$ cat config.mk
export PLATFORM = sky130hd
export DESIGN_NAME = serdes_reg
export DESIGN_NICKNAME = d
export VERILOG_FILES = /design/src/rtl/serdes_reg.sv
export SDC_FILE = /design/constraint.sdc
export NUM_CORES = 1
export LEC_CHECK = 0
export BUFFER_PORTS_ARGS = -buffer_cell sky130_fd_sc_hd__buf_2
export CORE_UTILIZATION = 30
export DETAILED_ROUTE_END_ITERATION = 10
export SYNTH_ARGS = -nofsm -noshare
export SYNTH_HDL_FRONTEND = slang
export SYNTH_SLANG_ARGS = --single-unit
$ cat constraint.sdc
create_clock -name clk -period 2 [get_ports clk]
set_clock_uncertainty 0.15 [all_clocks]
set_input_delay 0.2 -clock clk [delete_from_list [all_inputs] [get_ports clk]]
set_output_delay 0.2 -clock clk [all_outputs]
set_load 0.05 [all_outputs]
$ cat src/rtl/serdes_reg.sv
// serdes_reg: parallel-load shift register with word step counter, busy and done pulse
module serdes_reg #(
   parameter int             LEN       = 32,
   parameter int             W         = 1,
   parameter logic [LEN-1:0] INIT      = '0,
   parameter bit             MSB_FIRST = 1'b0
) (
   input  logic           clk,
   input  logic           i_rst,
   input  logic           i_load,
   input  logic [LEN-1:0] i_par,
   input  logic           i_en,
   input  logic [W-1:0]   i_d,
   output logic [W-1:0]   o_q,
   output logic [LEN-1:0] o_par,
   output logic           o_busy,
   output logic           o_done
);
   localparam int STEPS = LEN / W;
   localparam int CW    = $clog2(STEPS + 1);

   logic [LEN-1:0] data;
   logic [LEN-1:0] shifted;
   logic [CW-1:0]  cnt;

   if ((LEN % W) != 0 || LEN < 2 * W) begin : g_bad_params
      $error("serdes_reg: LEN must be a multiple of W and at least 2*W");
   end

   if (MSB_FIRST) begin : g_msb
      assign o_q     = data[LEN-1 -: W];
      assign shifted = {data[LEN-W-1:0], i_d};
   end else begin : g_lsb
      assign o_q     = data[W-1:0];
      assign shifted = {i_d, data[LEN-1:W]};
   end

   assign o_par  = data;
   assign o_busy = cnt != '0;

   // load restarts a word, enabled cycles shift and count down, done pulses after the last step
   always_ff @(posedge clk or posedge i_rst) begin
      if (i_rst) begin
         data   <= INIT;
         cnt    <= '0;
         o_done <= 1'b0;
      end else if (i_load) begin
         data   <= i_par;
         cnt    <= CW'(STEPS);
         o_done <= 1'b0;
      end else if (i_en) begin
         data   <= shifted;
         cnt    <= o_busy ? cnt - 1'b1 : '0;
         o_done <= cnt == CW'(1);
      end else begin
         o_done <= 1'b0;
      end
   end
endmodule

== Yosys cells after proc, flatten, opt, wreduce, memory -nomap -nowiden ==
Index checks and enable logic that the tools add are counted.
W data, S select, Z words.

* Register bits: 39
* Input bits: 37
* Word-level logic and storage cells: 14

* $add $sub $neg: 1
* Eq/ne operators: 1
* Mux-type cells: 7
* Reductions and logical operators: 2

{| class="wikitable"
|+ Operator list
! cell !! count
|-
| $mux W32 || 2
|-
| $mux W6 || 3
|-
| $eq A6 B1 Y1 const B || 1
|-
| $reduce_bool A6 Y1 || 1
|-
| $sub A6 B1 Y6 const B || 1
|-
| $mux W1 || 2
|-
| $reduce_bool A2 Y1 || 1
|}

== Depth between registers and ports, before layout ==
* Word-level depth: 4
* Mapped depth: 5
* Mapped depth without buffers: 5

== Worst setup path before layout ==
OpenSTA, ideal clock, no wires.

* Kind: register -> register
* From: register cnt[0]
* To: register cnt[0]
* Library setup time: 122 ps
* Arrival: 1574 ps
* Required time: 1728 ps
* Slack: 154 ps
* Stages on the path, launching flop included: 6
* Path buffers: 0
* Clock period less this slack: 1846 ps
* Cell sequence: dfrtp_1 > inv_1 > ha_1 > nor2b_1 > nand2_1 > a32o_1

* Longest elaborated chain between the ends: 4

{| class="wikitable"
|+ Ends and longest elaborated chain
! what !! line !! source
|-
| from (decl) || 24 || <nowiki>logic [CW-1:0] cnt;</nowiki>
|-
| from (signal assigned) || 49 || <nowiki>cnt <= CW'(STEPS);</nowiki>
|-
| from (signal assigned) || 53 || <nowiki>cnt <= o_busy ? cnt - 1'b1 : '0;</nowiki>
|-
| $reduce_bool A6 Y1 || 39 || <nowiki>assign o_busy = cnt != '0;</nowiki>
|-
| net o_busy || 16 || <nowiki>output logic o_busy,</nowiki>
|-
| $mux W6 || 53 ||
|-
| $mux W6 || 51 || <nowiki>end else if (i_en) begin</nowiki>
|-
| $mux W6 || 47 || <nowiki>end else if (i_load) begin</nowiki>
|}

The timed path passes the listed nets, and every way through them passes these cells. The select of a mux whose other input is x is not followed.
A chain may end at the register's enable or synchronous reset.

== Final worst setup path ==
* From: register cnt[1]
* To: output o_busy

* Longest elaborated chain between the ends: 1

{| class="wikitable"
|+ Ends and longest elaborated chain
! what !! line
|-
| $reduce_bool A6 Y1 || 39
|-
| to (decl) || 16
|}

Every way passes these cells.

==> flow_summary.toml <==
[timing]
finalCritPeriodShare_pct = 94.2
timing.final.crit_period_ns = 1.88
setup_viol = 0
final_number_of_max_transition_violations = 0
relSlewSlack_pct = 57.1
hold_slack_ns = 0.0990
maximum_clock_frequency_mhz = 531
number_of_hold_violations_in_the_final_report = 0
worst_pin_slew_ns = 0.644
setup_total_negative_slack_ns = 0

[critical_path]
cp-end-kind = "output port"
worst_path_dominant_cell_family = "flip-flops"
timing_worst_setup_path_type = "flop to output port"
critical_path_maximum_fanout = 5
worstPathRequired_ns = 1.65
critical_path.slowest_cell = "sky130_fd_sc_hd__dfrtp_1"
worst_setup_path_start_kind = "flop"
max_stage_delay_ns = 0.43
cp_num_buf_inv = 2
crit_chain = "inv_1 -> ha_1 -> nor2b_4 -> nand2_1 -> clkbuf_4"
crit_arrival_ns = 1.53

[synth]
synth.mux.area_fraction_pct = 17.2
synth.lib_cells_used.distinct = 26
syn-instance-count = 179
synth-seq-area-share_pct = 52.3
synth_simple_gate_area_share_pct = 11.5
synth_adder_area_share_pct = 2.01
synth_top_family_by_area = "multiplexers"
postSynth.topFlopCell = "sky130_fd_sc_hd__dfrtp_1"
syn_nets = 219
synth_xor_xnor_area_share_pct = 0.469
synth_area_per_cell_sq_um = 10.4
ys.warnings.count = 0
synth_async_sr_flop_share_pct = 100
number_of_enable_flip_flop_cells_after_synthesis = 0
compound_gate_portion_of_the_synthesized_area_pct = 12.3
synth-seq-cells = 39
syn-cell-area_sq_um = 1870

[power]
ir_worst_vdd_v = 0.000352
leakage_nw = 1.37
cellPowerDensity_nw_per_um2 = 810

[routing]
detail-route-antenna-nets = 0
drt_wl_total_microns = 4490
drcViolationCount = 0
first_pass_iters = 4
avgViaCountPerCell = 4.60
route.vias.total = 1646
route.detailed.wl_per_inst_microns = 12.5
first_iter_violations = 54

[floorplanning]
floorplan.die.width_microns = 80.9
std_cell_rows = 28
floorplan.die.height_microns = 80.9
core_sq_um = 5960
initial_utilization_pct = 31.3
num_io_pins = 72
floorplan.die_area_sq_um = 6540

[global_routing]
grt.total_usage_pct = 14.1
grt_pass1_wl_microns = 7030
vias_in_the_first_global_route = 1542
antenna_violations_before_repair = 0
overflow = 0
pin_count_of_the_biggest_net_entering_global_routing = 40

[clock_tree]
clock_tree.root_cell = "sky130_fd_sc_hd__clkbuf_8"
tritoncts = "built"
post-cts-setup-buffers = 0
clock_path_buffers = 2
cts_made_buffers = 5
path_clk_slew_ns = 0.07
cts_sinks = 39
clock_tree.htree_level_count = 2
clock_insertion_delay_worst_skew_ns = 0.28

[placed_design]
place_hpwl_microns = 2810
io_buffer_count = 71
gp_congestion = 0.766

[run]
maxCapViolCount = 0

[final_layout]
n_antenna_cell = 0
nNetsFinal = 322
flow.area_growth_from_synthesis_pct = 46.7
drive_gt1_share_pct = 30.7
post-route-util_pct = 46.0

[outcome]
status = "completed"

[hold_path]
timing.hold.worst.class = "input pin to flop"
-- worst min-delay path, cell delays in order --
cell and delay, ns:
sky130_fd_sc_hd__buf_2 0.08, sky130_fd_sc_hd__mux2i_1 0.05, sky130_fd_sc_hd__o21ai_0 0.16
-- where the power goes --
group	internal [W]	switching (W)	total [W]
logic	0.000241	0.000445	0.000685
clock network	0.000315	0.000261	0.000575
registers	0.000875	0.0000817	0.000957
total	0.00143	0.000787	0.00222
-- flip-flops by register name, indices dropped and copies added (netlist names) --
signal / count
o_done: 1
cnt: 6
o_par: 32
-- layout by cell type, fill, tap and decap left out --
cell type / n
sky130_fd_sc_hd__a211oi_1: 1
sky130_fd_sc_hd__a21oi_1: 1
sky130_fd_sc_hd__a22o_1: 1
sky130_fd_sc_hd__a311oi_1: 1
sky130_fd_sc_hd__a31oi_1: 1
sky130_fd_sc_hd__a32o_1: 2
sky130_fd_sc_hd__buf_12: 1
sky130_fd_sc_hd__buf_2: 70
sky130_fd_sc_hd__buf_4: 4
sky130_fd_sc_hd__clkbuf_1: 1
sky130_fd_sc_hd__clkbuf_4: 1
sky130_fd_sc_hd__clkbuf_8: 7
sky130_fd_sc_hd__dfrtp_1: 38
sky130_fd_sc_hd__dfrtp_2: 1
sky130_fd_sc_hd__dlygate4sd3_1: 33
sky130_fd_sc_hd__ha_1: 3
sky130_fd_sc_hd__inv_1: 3
sky130_fd_sc_hd__mux2i_1: 32
sky130_fd_sc_hd__nand2_1: 35
sky130_fd_sc_hd__nor2_1: 4
sky130_fd_sc_hd__nor2b_4: 1
sky130_fd_sc_hd__nor3_1: 1
sky130_fd_sc_hd__nor4_1: 1
sky130_fd_sc_hd__nor4b_1: 1
sky130_fd_sc_hd__nor4b_2: 1
sky130_fd_sc_hd__o21ai_0: 33
sky130_fd_sc_hd__o31ai_1: 1
sky130_fd_sc_hd__or2_1: 1
sky130_fd_sc_hd__or4_1: 1
sky130_fd_sc_hd__or4b_4: 1
sky130_fd_sc_hd__xor2_1: 1
-- routing by layer --
layer | routed length (microns) | GRT usage [%] | vias to the layer above | part of all wire, %
li1 | - | - | 829 | -
met1 | 2090 | 17.1 | 759 | 47
met2 | 2120 | 25.0 | 53 | 47
met3 | 243 | 3.26 | 5 | 5.4
met4 | 34 | 3.75 | 0 | 0.76
met5 | 0 | 0 | - | 0
-- Yosys cell counts, types with 2 or more instances --
cell type,instances,share of area (%)
sky130_fd_sc_hd__a32o_1,2,1.1
sky130_fd_sc_hd__buf_4,5,2.0
sky130_fd_sc_hd__clkbuf_1,7,1.4
sky130_fd_sc_hd__dfrtp_1,39,52
sky130_fd_sc_hd__ha_1,3,2.0
sky130_fd_sc_hd__inv_1,3,0.60
sky130_fd_sc_hd__mux2i_1,32,17
sky130_fd_sc_hd__nand2_1,35,7.0
sky130_fd_sc_hd__nor2_1,4,0.80
sky130_fd_sc_hd__o21ai_0,33,8.8
-- what timing repair did --
item / CTS / global route
endpoints found under the hold margin: 71 / 0
gates resized for setup: 0 / 4
hold buffers: 33 / 0
endpoints found under the setup margin: 0 / 1
-- cells by family after synthesis --
kind of cell	after synthesis
AO/OA/AOI/OAI	41
XOR/XNOR	1
adder cells (fa/ha/maj)	3
flip-flops	39
buffers and inverters	16
AND/OR/NAND/NOR	47
multiplexers	32
-- area by class of cell --
cell class	instances	area [sq um]
fillers	596	3220
inverters	3	11.3
flip-flops and latches	39	977
repair buffers	109	738
well taps	75	93.8
clock buffers	8	100
multi-input cells	124	818
-- through the flow --
step / setup WS [ns] / power, W / instances / instance area [sq um]
global placement: 0.276 / 0.00159 / 317 / 2300
global route: -0.00668 / 0.00235 / 358 / 2740
floorplan: 0.154 / 0.00142 / 179 / 1870
detailed placement: 0.222 / 0.00160 / 317 / 2300
finish: 0.117 / 0.00222 / 358 / 2740
CTS: 0.00712 / 0.00224 / 358 / 2730
-- worst paths after layout --
kind,startpoint,endpoint,slack (ns),cells past startpoint
setup / recovery,cnt[1]$_DFFE_PP0P_,o_busy,0.12,5
hold / removal,i_d,o_par[31]$_DFFE_PP0P_,0.1,3
setup reg to reg,cnt[1]$_DFFE_PP0P_,cnt[4]$_DFFE_PP0P_,0.27,5
hold reg to reg,cnt[5]$_DFFE_PP0P_,o_done$_DFF_PP0_,0.41,1
max in group asynchronous,i_rst,cnt[0]$_DFFE_PP0P_,0.88,4
min in group asynchronous,i_rst,o_par[5]$_DFFE_PP0P_,0.46,4
Power figures use the tool's default switching activity.
